==> src/rtl/cart_sdram_arbiter.sv <==
// Cartridge SDRAM port arbiter: ioctl loader byte writes vs Z80 cartridge
// reads, with a one-entry read cache in front of the SDRAM controller.
module cart_sdram_arbiter #(
   parameter int ADDR_W     = 25,
   parameter int STARVE_MAX = 8,
   parameter bit CACHE_EN   = 1'b1
) (
   input  logic              clk,
   input  logic              reset,
   input  logic              ioctl_wr,
   input  logic [ADDR_W-1:0] ioctl_addr,
   input  logic [7:0]        ioctl_dout,
   output logic              ioctl_wait,
   input  logic              cpu_rd,
   input  logic [ADDR_W-1:0] cpu_addr,
   output logic [7:0]        cpu_data,
   output logic              cpu_valid,
   output logic              cpu_wait,
   output logic              ram_req,
   output logic              ram_we,
   output logic [ADDR_W-1:0] ram_addr,
   output logic [7:0]        ram_din,
   input  logic              ram_ack,
   input  logic [7:0]        ram_dout
);

   localparam int SW = $clog2(STARVE_MAX + 1);

   typedef enum logic [1:0] {IDLE, RD, WR} state_t;
   state_t state, state_nx;

   logic              pend_wr, pend_rd;
   logic [ADDR_W-1:0] wr_addr, rd_addr;
   logic [7:0]        wr_data;
   logic [SW-1:0]     starve_cnt;
   logic              cache_valid;
   logic [ADDR_W-1:0] cache_addr;
   logic [7:0]        cache_data;

   logic wr_take, rd_take, rd_hit, starved;
   logic grant_rd, grant_wr, rd_done, wr_done;

   assign ioctl_wait = pend_wr;
   assign cpu_wait   = pend_rd;

   always_comb begin
      wr_take = ioctl_wr & ~pend_wr;
      rd_take = cpu_rd & ~pend_rd;
      // A write queued (or arriving now) to the same byte makes the cache stale
      rd_hit  = CACHE_EN && cache_valid && (cpu_addr == cache_addr)
                && !(pend_wr && (wr_addr == cpu_addr))
                && !(wr_take && (ioctl_addr == cpu_addr));
      starved = pend_wr && (starve_cnt >= SW'(STARVE_MAX));
   end

   always_ff @(posedge clk or posedge reset) begin
      if (reset) state <= IDLE;
      else       state <= state_nx;
   end

   always_comb begin
      state_nx = state;
      grant_rd = 1'b0;
      grant_wr = 1'b0;
      rd_done  = 1'b0;
      wr_done  = 1'b0;
      unique case (state)
         IDLE: begin
            if (pend_rd && !starved) begin
               grant_rd = 1'b1;
               state_nx = RD;
            end else if (pend_wr) begin
               grant_wr = 1'b1;
               state_nx = WR;
            end
         end
         RD: begin
            if (ram_ack) begin
               rd_done  = 1'b1;
               state_nx = IDLE;
            end
         end
         WR: begin
            if (ram_ack) begin
               wr_done  = 1'b1;
               state_nx = IDLE;
            end
         end
         default: state_nx = IDLE;
      endcase
   end

   always_ff @(posedge clk or posedge reset) begin
      if (reset) begin
         pend_wr     <= 1'b0;
         pend_rd     <= 1'b0;
         wr_addr     <= '0;
         wr_data     <= '0;
         rd_addr     <= '0;
         starve_cnt  <= '0;
         cache_valid <= 1'b0;
         cache_addr  <= '0;
         cache_data  <= '0;
         cpu_data    <= 8'hFF;
         cpu_valid   <= 1'b0;
         ram_req     <= 1'b0;
         ram_we      <= 1'b0;
         ram_addr    <= '0;
         ram_din     <= '0;
      end else begin
         cpu_valid <= 1'b0;

         if (wr_take) begin
            pend_wr <= 1'b1;
            wr_addr <= ioctl_addr;
            wr_data <= ioctl_dout;
         end else if (wr_done) begin
            pend_wr <= 1'b0;
         end

         if (rd_take) begin
            if (rd_hit) begin
               cpu_data  <= cache_data;
               cpu_valid <= 1'b1;
            end else begin
               pend_rd <= 1'b1;
               rd_addr <= cpu_addr;
            end
         end else if (rd_done) begin
            pend_rd   <= 1'b0;
            cpu_data  <= ram_dout;
            cpu_valid <= 1'b1;
         end

         if (rd_done) begin
            cache_valid <= 1'b1;
            cache_addr  <= rd_addr;
            cache_data  <= ram_dout;
         end else if (wr_done && (wr_addr == cache_addr)) begin
            cache_valid <= 1'b0;
         end

         if (grant_rd) begin
            ram_req  <= 1'b1;
            ram_we   <= 1'b0;
            ram_addr <= rd_addr;
         end else if (grant_wr) begin
            ram_req  <= 1'b1;
            ram_we   <= 1'b1;
            ram_addr <= wr_addr;
            ram_din  <= wr_data;
         end else if (rd_done || wr_done) begin
            ram_req <= 1'b0;
            ram_we  <= 1'b0;
         end

         if (grant_wr)
            starve_cnt <= '0;
         else if (pend_wr && (state != WR) && (starve_cnt < SW'(STARVE_MAX)))
            starve_cnt <= starve_cnt + SW'(1);
      end
   end

endmodule

==> config.mk <==
export PLATFORM = sky130hd
export DESIGN_NAME = cart_sdram_arbiter
export DESIGN_NICKNAME = d
export VERILOG_FILES = /design/src/rtl/cart_sdram_arbiter.sv
export SDC_FILE = /design/constraint.sdc
export NUM_CORES = 1
export LEC_CHECK = 0
export ABC_AREA = 1
export BUFFER_PORTS_ARGS = -buffer_cell sky130_fd_sc_hd__buf_2
export CAP_MARGIN = 20
export CORE_MARGIN = 2
export CORE_UTILIZATION = 45
export CTS_CLUSTER_DIAMETER = 60
export CTS_CLUSTER_SIZE = 12
export DETAILED_ROUTE_END_ITERATION = 10
export GPL_ROUTABILITY_DRIVEN = 0
export PLACE_DENSITY = 0.68
export REMOVE_ABC_BUFFERS = 1
export SLEW_MARGIN = 20
export SYNTH_ARGS = -nofsm -noshare
export SYNTH_HDL_FRONTEND = slang
export SYNTH_SLANG_ARGS = --single-unit
==> constraint.sdc <==
create_clock -name clk -period 4.45 [get_ports clk]
set_input_delay 0.445 -clock clk [delete_from_list [all_inputs] [get_ports clk]]
set_output_delay 0.445 -clock clk [all_outputs]
set_load 0.02 [all_outputs]
### Word level (Yosys, flattened, before mapping)

Cells that the tools add are included.
Widths: inputs -> output; s select.

| word-level totals | value |
|---|---|
| register bits after elaboration | 144 |
| input bits | 71 |
| word-level logic and storage cells | 96 |

| operators by class | value |
|---|---|
| order comparisons | 2 |
| add/sub/neg operators | 1 |
| muxes and demuxes | 33 |
| bitwise gates (word level) | 6 |
| eq/ne operators | 11 |
| reductions and logical operators | 27 |

Operators with widths:

| cell | number |
|---|---|
| $eq 25x25->1 | 4 |
| $mux 25 | 2 |
| $mux 8 | 3 |
| $mux 1 | 22 |
| $logic_and 1x1->1 | 10 |
| $reduce_and 2->1 | 5 |
| $reduce_bool 2->1 | 5 |
| $mux 4 | 2 |
| $mux 2 | 3 |
| $add 4x1->4 const B | 1 |
| $ge 4x4->1 const B | 1 |
| $lt 4x4->1 const B | 1 |
| $ne 2x1->1 const B | 2 |
| $ne 2x2->1 const B | 2 |
| $not 1->1 | 4 |
| $pmux 2 s2 | 1 |
| $logic_not 1->1 | 3 |
| $ne 3x3->1 const B | 1 |
| $reduce_bool 3->1 | 1 |
| $and 1x1->1 | 2 |
| $eq 2x1->1 const B | 1 |
| $eq 2x2->1 const B | 1 |
| $logic_not 2->1 | 1 |
| $reduce_or 2->1 | 1 |
| $logic_or 1x1->1 | 1 |

### Logic depth before layout (Yosys ltp)

| logic depth | value |
|---|---|
| depth in word-level cells | 8 |
| mapped depth | 15 |

### Worst setup path after synthesis

Ideal clock, no wire load.

| timing | value |
|---|---|
| kind | flip-flop to flip-flop |
| from | register state[0] |
| to | register ram_addr[10] |
| stages on the path, launching flop included | 11 |
| data arrival time | 1.571 ns |
| slack | 2.737 ns |
| setup time | 0.142 ns |
| cell sequence | dfrtp_1 inv_1 ha_1 inv_1 nor2_1 inv_2 nand2_1 inv_2 clkbuf_1 nand2_1 o221ai_1 |

| on the way | value |
|---|---|
| cells in the longest elaborated chain, start to end | 3 |

RTL lines:

| item | RTL line | RTL |
|---|---|---|
| from (decl) | 30 | `state_t state, state_nx;` |
| from (signal assigned) | 58 | `else state <= state_nx;` |
| $logic_not 2->1 (*) | 67 | `unique case (state)` |
| $mux 1 | 67 |  |
| $mux 25 / $reduce_bool 2->1 (equally long branches) | - |  |
| to (signal assigned) | 146 | `ram_addr <= rd_addr;` |
| to (signal assigned) | 150 | `ram_addr <= wr_addr;` |
| to (decl) | 21 | `output logic [ADDR_W-1:0] ram_addr,` |

Mark *: on every way between the ends. The rest lies on a longest branch, timed or not.
A chain may end at the register's enable or synchronous reset.

### Worst setup path in the final report

| timing | value |
|---|---|
| from | register state[1] |
| to | register ram_addr[6] |

The elaborated chain is that of the path after synthesis.

==> impl_metrics.env <==
export IMPL_switching_share_pct=43.0
export IMPL_antenna_cells=0
export IMPL_cts_made_buffers=17
export IMPL_rsz0062_at_grt="false"
export IMPL_synth_area_leaders="dfrtp_1 47%, nand2_1 18%, o21ai_0 8.7%, inv_1 6.8%, dfstp_2 2.9%"
export IMPL_synthCells=959
export IMPL_numClockSinks=144
export IMPL_synth_async_reset_ratio_pct=100
export IMPL_area_growth_pct=18.4
export IMPL_cp_end_kind="flop"
export IMPL_final_setup_tns_ps=0
export IMPL_io_pins=117
export IMPL_setup_violations=0
export IMPL_fmax_mhz=384
export IMPL_yosys_most_used_dff="dfrtp_1"
export IMPL_hold_viol=0
export IMPL_drive_above_1_share_pct=17.8
export IMPL_start_util_pct=46.0
export IMPL_dp_slack_ps=1860
export IMPL_min_period_over_period_pct=58.6
export IMPL_hp_class="input pin to asynchronous set/reset pin"
export IMPL_fin_nets=1149
export IMPL_drv_cap=0
export IMPL_worst_ep_arrival_time_ps=2880
export IMPL_antenna_found_initial=0
export IMPL_grt_max_degree=72
export IMPL_dp_hpwl_microns=13600
export IMPL_core_sq_um=15800
export IMPL_comb_power_share_pct=39.6
export IMPL_cp_start_kind="flop"
export IMPL_die_h_microns=131
export IMPL_drt_initial_drc_count=512
export IMPL_ys_ff_latch=144
export IMPL_synth_edf_count=0
export IMPL_internal_power_w=0.00355
export IMPL_ctsResizeCount=0
export IMPL_finalCriticalPeriod_ps=2610
export IMPL_synth_most_common_cell="nand2_1"
export IMPL_max_vdd_ir_drop_mv=0.385
export IMPL_critPathKind="flop to flop"
export IMPL_required_ps=4720
export IMPL_wl_per_cell_microns=15.0
export IMPL_grt_pass1_wl_microns=32200
export IMPL_syn_area_sq_um=7280
export IMPL_yosysTopAreaCellShare_pct=46.7
export IMPL_p_switching_w=0.00267
export IMPL_drtAntennaViolNets=0
export IMPL_power_density_nw_per_um2=722
export IMPL_hold_buffers=0
export IMPL_synth_area_per_cell_sq_um=7.59
export IMPL_clock_skew_ps=9.12
export IMPL_fin_hold_ws_ps=108
export IMPL_p_total_w=0.00622
export IMPL_firstDrtPassIters=5
export IMPL_vias=6540
export IMPL_grt_ovfl_total=0
export IMPL_setup_slack_ps=1840
export IMPL_slew_viol_final=0
export IMPL_yosysSeqAreaShare_pct=49.6
export IMPL_numPortBuffers=116
export IMPL_grt_util_all_layers_pct=23.7
export IMPL_cts_root_buf="clkbuf_16"
export IMPL_cts_tree="built"
export IMPL_clk_pin_slew_worst_paths_ps=70
export IMPL_vias_per_cell=5.02
export IMPL_clock_path_buffers=2
export IMPL_clock_latency_ps=430
export IMPL_h_tree_depth=4
export IMPL_yosys_area_top_type="dfrtp_1"
export IMPL_tightest_slew_ps=924
export IMPL_status="finished clean"
export IMPL_share_seq_of_total_power_pct=38.5
export IMPL_slew_limit_headroom_pct=38.2
export IMPL_worstPathMaxFanout=27
export IMPL_grt_pass1_vias=6228
export IMPL_drcViolationCount=0
export IMPL_wl_microns=19600
export IMPL_yosys_top_cells_count="354 x nand2_1, 136 x dfrtp_1, 131 x inv_1, 126 x o21ai_0, 50 x nor2_1"
export IMPL_die_area_sq_um=17200
export IMPL_ys_warn_count=0
export IMPL_clock_power_share_pct=22.0
export IMPL_cts_setup_buffers=0
export IMPL_rows=46
export IMPL_synth_distinct_cells=32
export IMPL_p_leak_nw=4.49
export IMPL_die_w_microns=131
-- kinds of logic after synthesis --
kind of cell	share of synthesized area, %
adder cells (fa/ha/maj)	0.859
buffers and inverters	9.47
flip-flops	49.6
AO/OA/AOI/OAI	13.2
AND/OR/NAND/NOR	24.2
XOR/XNOR	2.65
-- critical path, stage by stage, from the launching register on --
cell      delay (ps)
dfrtp_1          410
inv_1             90
ha_1             160
inv_1             50
nor2_1           530
inv_2            460
nand2_1          190
inv_2            270
nand2_1          150
o221ai_1         120
-- routing by layer --
layer	routed length, microns	track usage [%]
met1	9250	33.7
met2	8830	36.3
met3	1130	4.78
met4	376	7.79
met5	0	0
-- power by group through the flow --
stage / clock network (W) / logic (W) / registers [W]
final: 0.00137 / 0.00246 / 0.00239
after global routing: 0.00144 / 0.00279 / 0.00247
after CTS: 0.00138 / 0.00248 / 0.00238
after floorplan: 0 / 0.00143 / 0.00253
after global placement: 0 / 0.00241 / 0.00239
after detailed placement: 0 / 0.00247 / 0.00240
-- cell type report --
class                           instances  area (sq um)
Inverter                              148           561
Sequential cell                       144          3610
Multi-Input combinational cell        639          2980
Clock inverter                         12           113
Clock buffer                           20           447
Fill cell                            1554          7210
Timing Repair Buffer                  123           633
Tap cell                              216           270
-- flip-flops by register name (all words and copies together), names as in the netlist, 2 cells and up --
signal / flops
rd_addr: 25
state: 2
wr_addr: 25
cache_addr: 25
cpu_data: 8
cache_data: 8
starve_cnt: 4
ram_din: 8
ram_addr: 25
wr_data: 8
-- placed cells by master, fill, tap and decap left out, types with 3 or more instances in the layout --
| cell | synthesis | layout |
|---|---|---|
| a21oi_1 | 10 | 10 |
| buf_2 | 4 | 116 |
| buf_4 | 0 | 7 |
| clkbuf_16 | 0 | 17 |
| clkinvlp_4 | 0 | 5 |
| dfrtp_1 | 136 | 136 |
| dfstp_2 | 8 | 8 |
| ha_1 | 5 | 5 |
| inv_1 | 131 | 130 |
| inv_2 | 16 | 16 |
| inv_6 | 0 | 3 |
| nand2_1 | 354 | 354 |
| nand2_2 | 3 | 3 |
| nand3_1 | 8 | 8 |
| nand3_2 | 9 | 9 |
| nand4_1 | 7 | 7 |
| nor2_1 | 50 | 50 |
| nor3_1 | 4 | 4 |
| o211ai_1 | 5 | 5 |
| o21ai_0 | 126 | 126 |
| o221ai_1 | 16 | 16 |
| o22ai_1 | 10 | 10 |
| xnor2_1 | 13 | 13 |
| xor2_1 | 9 | 9 |
-- through the flow --
stage | utilization (%) | std cells | cell area, sq um
global placement | 50.9 | 1270 | 8060
CTS | 54.5 | 1302 | 8620
detailed placement | 50.9 | 1270 | 8060
finish | 54.5 | 1302 | 8620
global route | 54.5 | 1302 | 8620
floorplan | - | 931 | 7150
-- path summary, 6_finish.rpt --
check / from / depth (start not counted) / slack, ps / to
worst max register to register: state[1] / 9 / 1840 / ram_addr[6]
worst max-delay path: state[1] / 9 / 1840 / ram_addr[6]
worst min register to register: starve_cnt[2] / 1 / 460 / starve_cnt[2]
min in group clk: ioctl_dout[6] / 3 / 230 / wr_data[6]
max in group asynchronous: reset / 3 / 3370 / cpu_data[2]
worst min-delay path: reset / 2 / 110 / ram_din[1]
Note: power is estimated with default switching activity, not from simulation.
